==> config.mk <==
export PLATFORM = sky130hd
export DESIGN_NAME = fetch_controller
export DESIGN_NICKNAME = d
export VERILOG_FILES = /design/src/rtl/fetch_controller.sv
export SDC_FILE = /design/constraint.sdc
export NUM_CORES = 1
export LEC_CHECK = 0
export BUFFER_PORTS_ARGS = -buffer_cell sky130_fd_sc_hd__buf_2
export CAP_MARGIN = 10
export CELL_PAD_IN_SITES_DETAIL_PLACEMENT = 1
export CELL_PAD_IN_SITES_GLOBAL_PLACEMENT = 1
export CORE_MARGIN = 2
export CORE_UTILIZATION = 39
export CTS_CLUSTER_SIZE = 24
export DETAILED_ROUTE_END_ITERATION = 7
export GPL_ROUTABILITY_DRIVEN = 0
export GPL_TIMING_DRIVEN = 0
export PLACE_DENSITY = 0.81
export SLEW_MARGIN = 20
export SYNTH_ARGS = -nofsm -noshare
export SYNTH_HDL_FRONTEND = slang
export SYNTH_SLANG_ARGS = --single-unit
==> constraint.sdc <==
create_clock -name clk -period 2.5 [get_ports clk]
set_input_delay 0.375 -clock clk [delete_from_list [all_inputs] [get_ports clk]]
set_output_delay 0.375 -clock clk [all_outputs]
set_load 0.03 [all_outputs]
==> src/rtl/fetch_controller.sv <==
// -----------------------------------------------------------------------------
// fetch_controller
//
// Instruction fetch sequencer. Issues one instruction-memory read at a time,
// captures the response into the fetch register (instr_f / pc_f / valid_f),
// holds it until downstream consumes it, and then advances the pc by 4.
// A redirect replaces the pc at any time. Any response belonging to a request
// made before the redirect is dropped. A response that arrives after reset
// release without a matching request is also dropped.
//
// Parameters
//   RESET_PC        first fetch address after reset
//
// Ports
//   clk             clock, rising edge
//   rst             asynchronous reset, active low
//   stall           downstream not ready, the held instruction stays put
//   redirect_valid  redirect the fetch stream to redirect_pc
//   redirect_pc     new fetch address
//   imem_rdata      read data, valid with imem_resp
//   imem_resp       one-cycle pulse, the read response is present
//   imem_addr       read address (always the current pc)
//   imem_rmask      4'b1111 while a request is issued, else 4'b0000
//   instr_f         fetched instruction
//   pc_f            address of instr_f
//   valid_f         instr_f / pc_f hold a valid instruction
//   fetch_count     instructions consumed since reset (wraps)
// -----------------------------------------------------------------------------
module fetch_controller #(
    parameter logic [31:0] RESET_PC = 32'h1eceb000
) (
    input  logic        clk,
    input  logic        rst,
    input  logic        stall,
    input  logic        redirect_valid,
    input  logic [31:0] redirect_pc,
    input  logic [31:0] imem_rdata,
    input  logic        imem_resp,
    output logic [31:0] imem_addr,
    output logic [3:0]  imem_rmask,
    output logic [31:0] instr_f,
    output logic [31:0] pc_f,
    output logic        valid_f,
    output logic [31:0] fetch_count
);

    // REQ     : request issued this cycle
    // WAIT    : request outstanding, its data will be kept
    // HOLD    : instruction held in the fetch register
    // DISCARD : request outstanding, its data will be dropped
    typedef enum logic [1:0] {
        S_REQ     = 2'd0,
        S_WAIT    = 2'd1,
        S_HOLD    = 2'd2,
        S_DISCARD = 2'd3
    } state_t;

    state_t      state, state_d;
    logic [31:0] pc, pc_d;
    logic [31:0] instr_d;
    logic [31:0] pc_f_d;
    logic        valid_d;
    logic [31:0] count_d;

    // State register
    // NOTE: sequential state uses non-blocking assignments so every register
    // samples the values from before the edge, independent of statement order.
    always_ff @(posedge clk or negedge rst) begin
        if (!rst) begin
            state       <= S_REQ;
            pc          <= RESET_PC;
            instr_f     <= '0;
            pc_f        <= '0;
            valid_f     <= 1'b0;
            fetch_count <= '0;
        end else begin
            state       <= state_d;
            pc          <= pc_d;
            instr_f     <= instr_d;
            pc_f        <= pc_f_d;
            valid_f     <= valid_d;
            fetch_count <= count_d;
        end
    end

    // Next-state logic
    always_comb begin
        // NOTE: every signal gets a hold-value default first, so paths that do
        // not assign it cannot infer a latch.
        state_d = state;
        pc_d    = pc;
        instr_d = instr_f;
        pc_f_d  = pc_f;
        valid_d = valid_f;
        count_d = fetch_count;

        case (state)
            S_REQ: begin
                // The request goes out at the old pc regardless. A redirect
                // here makes its response stale.
                if (redirect_valid) begin
                    pc_d    = redirect_pc;
                    state_d = S_DISCARD;
                end else begin
                    state_d = S_WAIT;
                end
            end

            S_WAIT: begin
                if (imem_resp) begin
                    if (redirect_valid) begin
                        // The response arrives together with the redirect: drop it.
                        pc_d    = redirect_pc;
                        state_d = S_REQ;
                    end else begin
                        instr_d = imem_rdata;
                        pc_f_d  = pc;
                        valid_d = 1'b1;
                        state_d = S_HOLD;
                    end
                end else if (redirect_valid) begin
                    pc_d    = redirect_pc;
                    state_d = S_DISCARD;
                end
            end

            S_HOLD: begin
                // A redirect wins over stall and is not counted as a consumption.
                if (redirect_valid) begin
                    pc_d    = redirect_pc;
                    valid_d = 1'b0;
                    state_d = S_REQ;
                end else if (!stall) begin
                    pc_d    = pc + 32'd4;
                    valid_d = 1'b0;
                    count_d = fetch_count + 32'd1;
                    state_d = S_REQ;
                end
            end

            S_DISCARD: begin
                if (redirect_valid) begin
                    pc_d = redirect_pc;
                end
                if (imem_resp) begin
                    state_d = S_REQ;
                end
            end

            default: state_d = S_REQ;
        endcase
    end

    // Output logic. rmask is gated by rst because the request must not be
    // visible while reset holds the state in REQ.
    always_comb begin
        imem_addr  = pc;
        imem_rmask = (rst && state == S_REQ) ? 4'b1111 : 4'b0000;
    end

endmodule
==> results of run 1 <==
[worst register-to-register path: cells and delay by family (launching register included)]
family                 cells  cell delay [ps]
flip-flops                 1              410
buffers and inverters      3              840
AO/OA/AOI/OAI              2              470
AND/OR/NAND/NOR            1              470
[cells in the final DEF (no fill, tap or decap), types with 3 or more instances in the layout]
cell / instances
a21oi_1: 16
and4_1: 4
or4_1: 11
mux2_2: 66
o31ai_1: 9
nor2_1: 26
clkinv_2: 4
dfrtp_1: 119
a31oi_1: 12
dfstp_2: 12
o22ai_1: 4
xor2_1: 7
clkbuf_8: 4
nand3_1: 24
nor3_1: 10
bufinv_16: 3
buf_2: 202
xnor2_1: 28
a21o_1: 3
nor2b_1: 6
a211oi_1: 4
a311oi_1: 3
buf_4: 3
clkbuf_16: 17
clkbuf_1: 26
nand4_1: 26
o21ai_0: 14
and3_1: 9
nand2_1: 25
inv_1: 8
nor4_1: 8
[report_power, final]
part | total (mW) | internal, mW | switching, mW
clock | 2.58 | 1.67 | 0.907
sequential | 3.32 | 2.81 | 0.510
combinational | 3.57 | 1.20 | 2.37
[final timing paths]
kind,from,to,slack [ps],depth (start not counted)
hold / removal,rst,imem_addr[29],30,3
setup / recovery,state[0],imem_rmask[1],130,4
hold reg to reg,fetch_count[31],fetch_count[31],460,1
min in group clk,redirect_pc[11],imem_addr[11],170,3
max in group asynchronous,rst,imem_addr[31],1510,3
setup reg to reg,state[0],imem_addr[24],140,6
[what timing repair did]
item                       4_1_cts  5_1_grt
hold buffers                     4        0
resized for setup                2        6
setup buffers                    0        0
hold endpoints to repair        33        0
setup endpoints to repair       32       13
[cell type report]
cell class | count | share of cell area, %
clock buffers | 23 | 6.076
diodes | 1 | 0.03116
inverters | 8 | 0.3739
flip-flops and latches | 131 | 41.00
clock inverters | 9 | 1.573
repair buffers | 205 | 13.90
multi-input cells | 352 | 32.23
plain buffers | 34 | 1.885
well taps | 188 | 2.929
[state kept, by name, summed over array words and instances, names as in the netlist]
name	flops
fetch_count	32
imem_addr	32
instr_f	32
pc_f	32
state	2
valid_f	1
[layer usage]
| layer | GRT usage [%] | part of all wire (%) | up-vias |
|---|---|---|---|
| li1 | - | - | 2381 |
| met1 | 29.38 | 41 | 2659 |
| met2 | 40.96 | 52 | 165 |
| met3 | 5.863 | 5.4 | 21 |
| met4 | 7.563 | 1.5 | 0 |
| met5 | 0 | 0 | - |
[cells by family (layout without fill, tap and decap cells)]
group                    Yosys count  in the layout  synth area share [%]
AO/OA/AOI/OAI                     78             78                 8.404
XOR/XNOR                          35             35                 5.084
adder cells (fa/ha/maj)            2              2                0.4150
buffers and inverters             42            279                 2.988
flip-flops                       131            131                 54.62
multiplexers                      67             67                 12.49
other                              0              1                     0
AND/OR/NAND/NOR                  170            170                 16.00
==> reports/qor.yml, run 1 <==
power_mw: 9.470
die_x_um: 128.3
post-place-ws_ps: -37.17
finalHoldViolCount: 0
outcome: "completed"
fin_crit_sh_pct: 94.75
dp_hpwl_mm: 13.58
wl_per_cell_um: 19.89
ys_seq_area_share_pct: 54.62
drtAntennaViolNets: 0
drc: 0
cp.buffers_inverters: 3
grt_pass1_vias: 5735
yosysWarnings: 0
ioPinCount: 202
rows: 45
drv_slew: 0
cts_tree: "done"
grt-ovfl-total: 0
initial_core_util_pct: 39.81
core_um2: 15150
area_delta_synth_final_pct: 33.20
grt_pass1_wl_mm: 30.38
synth_top_cell_by_area: "dfrtp_1"
worstHoldPathType: "in -> async"
power_density_nw_per_um2: 1179
slowest_delay_ps: 530
drt-pass1-iter-count: 4
multiInputGateArea_um2: 2589
die-area_um2: 16470
clock_tree.buffer_depth: 2
fin_nets: 820
synth_area_leaders: "dfrtp_1 49%, mux2_2 12%, dfstp_2 5.2%, xnor2_1 4.1%, nand4_1 2.7%"
whs_ps: 29.01
setup_viol: 0
async_reset_ff_share_pct: 100.0
utilization_pct: 53.03
fill_cells: 1702
netlist_top_cells_count: "119 x dfrtp_1, 66 x mux2_2, 28 x xnor2_1"
synth_cells: 525
slowest_stage: "nor3b_1"
via_count: 5226
regArea_um2: 3293
synth_top_area_share_pct: 49.39
yosysMostFrequentCell: "dfrtp_1"
ir_drop_mv: 0.6914
stdcell_count: 951
drt_iter0_drc: 256
startpoint_type: "register"
syn_area_um2: 6030
synth_edf_count: 0
arrival_ps: 1990
crit_path_cell_trace: "buf_1 -> nor3b_1 -> buf_4 -> buf_2"
maxCapViolations: 0
cts.sink_count: 131
fp.dieH_um: 128.3
ys_types: 52
numCtsBuffers: 17
syn_avg_cell_area_um2: 11.48
clk-insertion-delay-late_ps: 410
post_dp_cell_area_um2: 7303
endpoint_kind: "primary output"
fin_skew_ps: 6.582
antenna_found_initial: 1
setup-tns-final_ps: 0
tightest_slew_ps: 951.1
crit_family: "buffers and inverters"
avgViaCountPerCell: 5.495
min_period_ps: 2369
critical_path_class: "reg -> out"
max_freq_mhz: 422.2
relSlewSlack_pct: 36.01
placed_cells: 914
cp.required_ps: 2120
htreeDepth: 4
synthFlopType: "dfrtp_1"
rsz0062_at_grt: "yes"
setup_ws_ps: 131.2
drive_above_1_share_pct: 43.70
design_area_um2: 8031
grt_start_max_net_pins: 62
syn-num-nets: 596
cp_max_fo: 10
clk_pin_slew_ps: 50
synth-seq-cells: 131
p_leak_nw: 3.625
grt.total_usage_pct: 23.73
placement.io_buffers: 200
route.final.wire_length_mm: 18.92
clock_tree.root_cell: "clkbuf_16"
No activity file was read; power rests on OpenSTA's default activity.
==> run 2, diff against run 1 <==
--- a/config.mk
+++ b/config.mk
@@ -16,6 +16,7 @@
 export GPL_ROUTABILITY_DRIVEN = 0
 export GPL_TIMING_DRIVEN = 0
 export PLACE_DENSITY = 0.81
+export REMOVE_ABC_BUFFERS = 1
 export SLEW_MARGIN = 20
 export SYNTH_ARGS = -nofsm -noshare
 export SYNTH_HDL_FRONTEND = slang
==> run 2 against run 1 <==
Global-route usage down 1.3 points. Clock skew is 4.2 ps higher. Die area stayed put. Cell count down 2.5%. Worst setup slack better by 82 ps. First-iteration DRC count shrank 44%. Fmax increased by 3.6%. Flip-flop and latch count stayed put. Via count decreased by 2.5%. Highest routed layer is now met5.
==> reports/qor.yml, run 2 (synthesis results as in run 1) <==
outcome: "completed"
rsz0062_at_grt: "no"
grt_pass1_vias: 5387  # -6.1%
crit_path_cell_trace: "ha_1 -> nand2_1 -> or4_4 -> or4_1 -> a31oi_1"
final_cell_mix: "201 x buf_2, 119 x dfrtp_1, 66 x mux2_2"
cp_max_fo: 9  # -1
fin_crit_sh_pct: 91.47  # -3.3 points
die-area_um2: 16470  # unchanged
clk_pin_slew_ps: 60  # about the same
r2r_slack_ps: 210  # +70 ps
grt-ovfl-total: 0  # unchanged
endpoint_kind: "register"
drtAntennaViolNets: 0  # unchanged
r2r_end: "imem_addr[20]"
setup_viol: 0  # unchanged
ir_drop_mv: 0.5821  # -16%
cts_tree: "done"
relSlewSlack_pct: 31.83  # -4.2 points
p_leak_nw: 3.614  # -0.31%
stdcell_count: 927  # -2.5%
fp.dieH_um: 128.3  # unchanged
placed_cells: 888  # -2.8%
tightest_slew_ps: 1013  # +62.03 ps
arrival_ps: 2620  # +630 ps
drt-pass1-iter-count: 4  # unchanged
ioPinCount: 202  # unchanged
die_x_um: 128.3  # unchanged
power_density_nw_per_um2: 1167  # -1.0%
htreeDepth: 4  # unchanged
clock_tree.buffer_depth: 2  # unchanged
drive_above_1_share_pct: 45.06  # +1.4 points
fin_nets: 797  # -2.8%
antennaDiodeCount: 0  # -1
maxCapViolations: 0  # unchanged
via_count: 5093  # -2.5%
grt_start_max_net_pins: 45  # -27%
slowest_stage: "or4_4"
core_um2: 15150  # unchanged
final_common_cell: "buf_2"
reg2reg_depth: 5  # -1
area_delta_synth_final_pct: 32.50
antenna_found_initial: 1  # unchanged
endpoint: "imem_addr[20]"
utilization_pct: 52.75  # -0.28 points
worstHoldPathType: "in -> async"
wl_per_cell_um: 19.60  # -1.5%
initial_core_util_pct: 39.81  # unchanged
drv_slew: 0  # unchanged
route.final.wire_length_mm: 18.17  # -4.0%
numCtsBuffers: 17  # unchanged
grt.total_usage_pct: 22.45  # -1.3 points
dp_hpwl_mm: 12.71  # -6.4%
avgViaCountPerCell: 5.494  # about the same
slowest_delay_ps: 620  # +90 ps
clk-insertion-delay-late_ps: 420  # about the same
whs_ps: 13.55  # -15.46 ps
cts.sink_count: 131  # unchanged
placement.io_buffers: 201  # +0.50%
worstReg2RegStart: "imem_addr[2]"
grt_pass1_wl_mm: 28.92  # -4.8%
max_freq_mhz: 437.3  # +3.6%
startpoint: "imem_addr[2]"
rows: 45  # unchanged
finalHoldViolCount: 0  # unchanged
critical_path_class: "reg -> reg"
startpoint_type: "register"
cp.required_ps: 2830  # +710 ps
drt_iter0_drc: 143  # -44%
drc: 0  # unchanged
power_mw: 9.322  # -1.6%
fin_skew_ps: 10.78  # +4.199 ps
clock_tree.root_cell: "clkbuf_16"
min_period_ps: 2287  # -81.96 ps
## run 2: cell count changes in the layout (fill, tap and decap cells not counted), sizes merged
| cell | delta |
|---|---|
| clkbuf | -21 |
| clkinv | -3 |
| buf | +2 |
| diode | -1 |
| bufinv | -1 |
## run 2: metrics by stage
step / area [µm²] / worst slack [ps] / TNS, ps
detailed placement: 7266 / -188.8 / -1920
finish: 7989 / 213.2 / 0
global route: 7989 / 60.64 / 0
CTS: 7974 / 70.84 / 0
global placement: 7121 / -2551 / -274280
floorplan: 5879 / -1193 / -80440
## run 2: worst max-delay path: cells and delay by family, from the launching register on
| family | cells | cell delay, ps |
|---|---|---|
| flip-flops | 1 | 440 |
| AO/OA/AOI/OAI | 1 | 170 |
| AND/OR/NAND/NOR | 3 | 1330 |
| adder cells (fa/ha/maj) | 1 | 250 |
## run 2: report_power, final
part           switching [mW]  internal, mW
Sequential              0.543          2.81
Combinational            2.30          1.21
Clock                   0.878          1.57
Total                    3.73          5.60
## run 2: timing repair
action                                  CTS  global route
buffers inserted                          2             0
endpoints found under the hold margin    40             0
hold buffers                              5             0
pin swaps                                 1             0
gates cloned                              0             0
endpoints found under the setup margin    2             9
gates resized for setup                   0             3
## run 2: worst min-delay path by stage
stage,depth (start not counted),start,endpoint,slack [ps]
after floorplan,0,rst,fetch_count[0],80
after global placement,1,fetch_count[31],fetch_count[31],450
after detailed placement,1,rst,fetch_count[14],310
after CTS,3,rst,fetch_count[14],10
after global routing,3,rst,pc_f[24],30
final,3,rst,fetch_count[14],10
## run 2: per-layer routing
metal	global-route usage, %	wire length [µm]	vias to the layer above
li1	-	-	2339
met1	27.64	7740	2593
met2	39.52	9404	136
met3	4.657	727	23
met4	7.304	284	2
met5	0	12	-
## run 2: final cells by class
type	instances	area [µm²]
Inverter	8	30.03
Fill cell	1681	7157
Sequential cell	131	3293
Clock buffer	27	503.0
Timing Repair Buffer	216	1255
Multi-Input combinational cell	352	2595
Clock inverter	5	77.57
Tap cell	188	235.2
==> run 3, diff against run 2 <==
--- a/config.mk
+++ b/config.mk
@@ -15,6 +15,7 @@
 export DETAILED_ROUTE_END_ITERATION = 7
 export GPL_ROUTABILITY_DRIVEN = 0
 export GPL_TIMING_DRIVEN = 0
+export MAX_ROUTING_LAYER = met4
 export PLACE_DENSITY = 0.81
 export REMOVE_ABC_BUFFERS = 1
 export SLEW_MARGIN = 20
==> run 3 against run 2 <==
Clock-buffer cell count stayed put. Cell area hardly changed. Largest cell class unchanged. Clock skew is 0.51 ps lower. Sequential power hardly changed. Critical path type unchanged. Worst setup slack hardly changed. Core utilization hardly changed.
==> reports/qor.yml, run 3 (synthesis results as in run 1) <==
dp_hpwl_mm: 12.71  # unchanged
area_delta_synth_final_pct: 32.54  # about the same
min_period_ps: 2287  # +0.1150 ps
drv_slew: 0  # unchanged
pwr-share-comb_pct: 37.7  # about the same
busiest_layer: "met2"
route.final.wire_length_mm: 18.14  # -0.18%
endpoint_kind: "register"
ioPinCount: 202  # unchanged
avgViaCountPerCell: 5.520  # +0.48%
via_count: 5123  # +0.59%
r2r_slack_ps: 210  # about the same
wl_per_cell_um: 19.54  # -0.28%
grt_start_max_net_pins: 45  # unchanged
fin_nets: 797  # unchanged
die_x_um: 128.3  # unchanged
clock_tree.buffer_depth: 2  # unchanged
fill_cells: 1683  # +0.12%
clk-insertion-delay-late_ps: 420  # about the same
grtUsageMet3_pct: 4.491  # -0.17 points
use_met1_pct: 27.69  # +0.054 points
clk_pin_slew_ps: 60  # about the same
core_um2: 15150  # unchanged
critical_path_class: "reg -> reg"
placement.io_buffers: 201  # unchanged
slowest_delay_ps: 620  # about the same
stdcell_count: 928  # +0.11%
design_area_um2: 7991  # about the same
initial_core_util_pct: 39.81  # unchanged
p_leak_nw: 3.614  # unchanged
utilization_pct: 52.76  # about the same
max_freq_mhz: 437.3  # about the same
finalHoldViolCount: 0  # unchanged
grt.total_usage_pct: 23.14  # +0.69 points
relSlewSlack_pct: 32.43  # +0.60 points
htreeDepth: 4  # unchanged
cts.sink_count: 131  # unchanged
slowest_stage: "or4_4"
grt_pass1_wl_mm: 28.86  # -0.21%
seq_power_share_pct: 36.0  # about the same
startpoint_type: "register"
final_common_cell: "buf_2"
post-place-ws_ps: -188.8  # unchanged
fp.dieH_um: 128.3  # unchanged
drc: 0  # unchanged
fin_skew_ps: 10.27  # -0.5128 ps
cp_max_fo: 9  # unchanged
clock_power_share_pct: 26.3  # about the same
crit_path_cell_trace: "ha_1 -> nand2_1 -> or4_4 -> or4_1 -> a31oi_1"
setup_ws_ps: 213.1  # -0.1150 ps
rows: 45  # unchanged
die-area_um2: 16470  # unchanged
grt_pass1_vias: 5392  # +0.093%
drt-pass1-iter-count: 4  # unchanged
final_cell_mix: "201 x buf_2, 119 x dfrtp_1, 66 x mux2_2"
power_density_nw_per_um2: 1167  # about the same
antenna_found_initial: 1  # unchanged
p_sw_mw: 3.727  # about the same
switching_share_pct: 39.98  # about the same
tightest_slew_ps: 1004  # -8.855 ps
ir_drop_mv: 0.5822  # about the same
post_dp_cell_area_um2: 7266  # unchanged
outcome: "completed"
setup_viol: 0  # unchanged
whs_ps: 12.84  # -0.7018 ps
numCtsBuffers: 17  # unchanged
clock_tree.root_cell: "clkbuf_16"
cp.required_ps: 2830  # about the same
placed_cells: 888  # unchanged
drive_above_1_share_pct: 45.06  # unchanged
drtAntennaViolNets: 0  # unchanged
cts_tree: "done"
drt_iter0_drc: 169  # +18%
worstHoldPathType: "in -> async"
fin_crit_sh_pct: 91.48  # about the same
rsz0062_at_grt: "no"
grt-ovfl-total: 0  # unchanged
p_int_mw: 5.597  # about the same
arrival_ps: 2620  # about the same
maxCapViolations: 0  # unchanged
grtUsageMet2_pct: 39.61  # +0.094 points
==> run 3: final timing paths <==
path,start,end,depth (start not counted)
worst max-delay path,imem_addr[2],imem_addr[20],5
max in group asynchronous,rst,imem_addr[22],2
worst min register to register,fetch_count[31],fetch_count[31],1
worst min-delay path,rst,fetch_count[14],3
min in group clk,redirect_pc[2],imem_addr[2],3
worst max register to register,imem_addr[2],imem_addr[20],5
==> run 3: routing by layer <==
layer | part of all wire (%) | up-vias | routed length (µm)
met5 | 0 | - | 0
met4 | 1.6 | 0 | 284
met3 | 4.2 | 23 | 754
met2 | 52 | 145 | 9409
met1 | 42 | 2610 | 7688
li1 | - | 2345 | -
==> run 3: power by group through the flow <==
stage / logic (mW) / clock network [mW] / registers, mW
6_report: 3.52 / 2.45 / 3.35
2_1_floorplan: 1.03 / 0 / 4.57
3_3_place_gp: 3.37 / 0 / 3.29
3_5_place_dp: 3.49 / 0 / 3.37
5_1_grt: 3.72 / 2.58 / 3.46
4_1_cts: 3.55 / 2.50 / 3.36
==> run 3: per-stage QoR <==
step | power [mW] | setup TNS [ps]
floorplan | 5.599 | -80440
global placement | 6.660 | -274280
detailed placement | 6.867 | -1920
CTS | 9.411 | 0
global route | 9.762 | 0
finish | 9.324 | 0
==> run 3: final cells by class <==
class | instances | area (µm²) | share of cell area [%]
well taps | 188 | 235.2 | 2.943
clock inverters | 5 | 77.57 | 0.9707
repair buffers | 216 | 1255 | 15.70
inverters | 8 | 30.03 | 0.3758
flip-flops and latches | 131 | 3293 | 41.21
clock buffers | 27 | 503.0 | 6.294
diodes | 1 | 2.502 | 0.03131
multi-input cells | 352 | 2595 | 32.47
==> run 3: worst max-delay path: cells and delay by family, from the launching register on <==
kind / cells / cell delay, ps
compound gates: 1 / 170
fa+ha+maj: 1 / 250
simple gates: 3 / 1330
flops: 1 / 440
==> run 3: timing repair <==
item / in CTS / in global routing
buffers inserted: 2 / 0
endpoints found under the setup margin: 2 / 9
gates resized for setup: 0 / 3
pin swaps: 1 / 0
hold endpoints to repair: 40 / 0
gates cloned: 0 / 0
hold buffers: 5 / 0
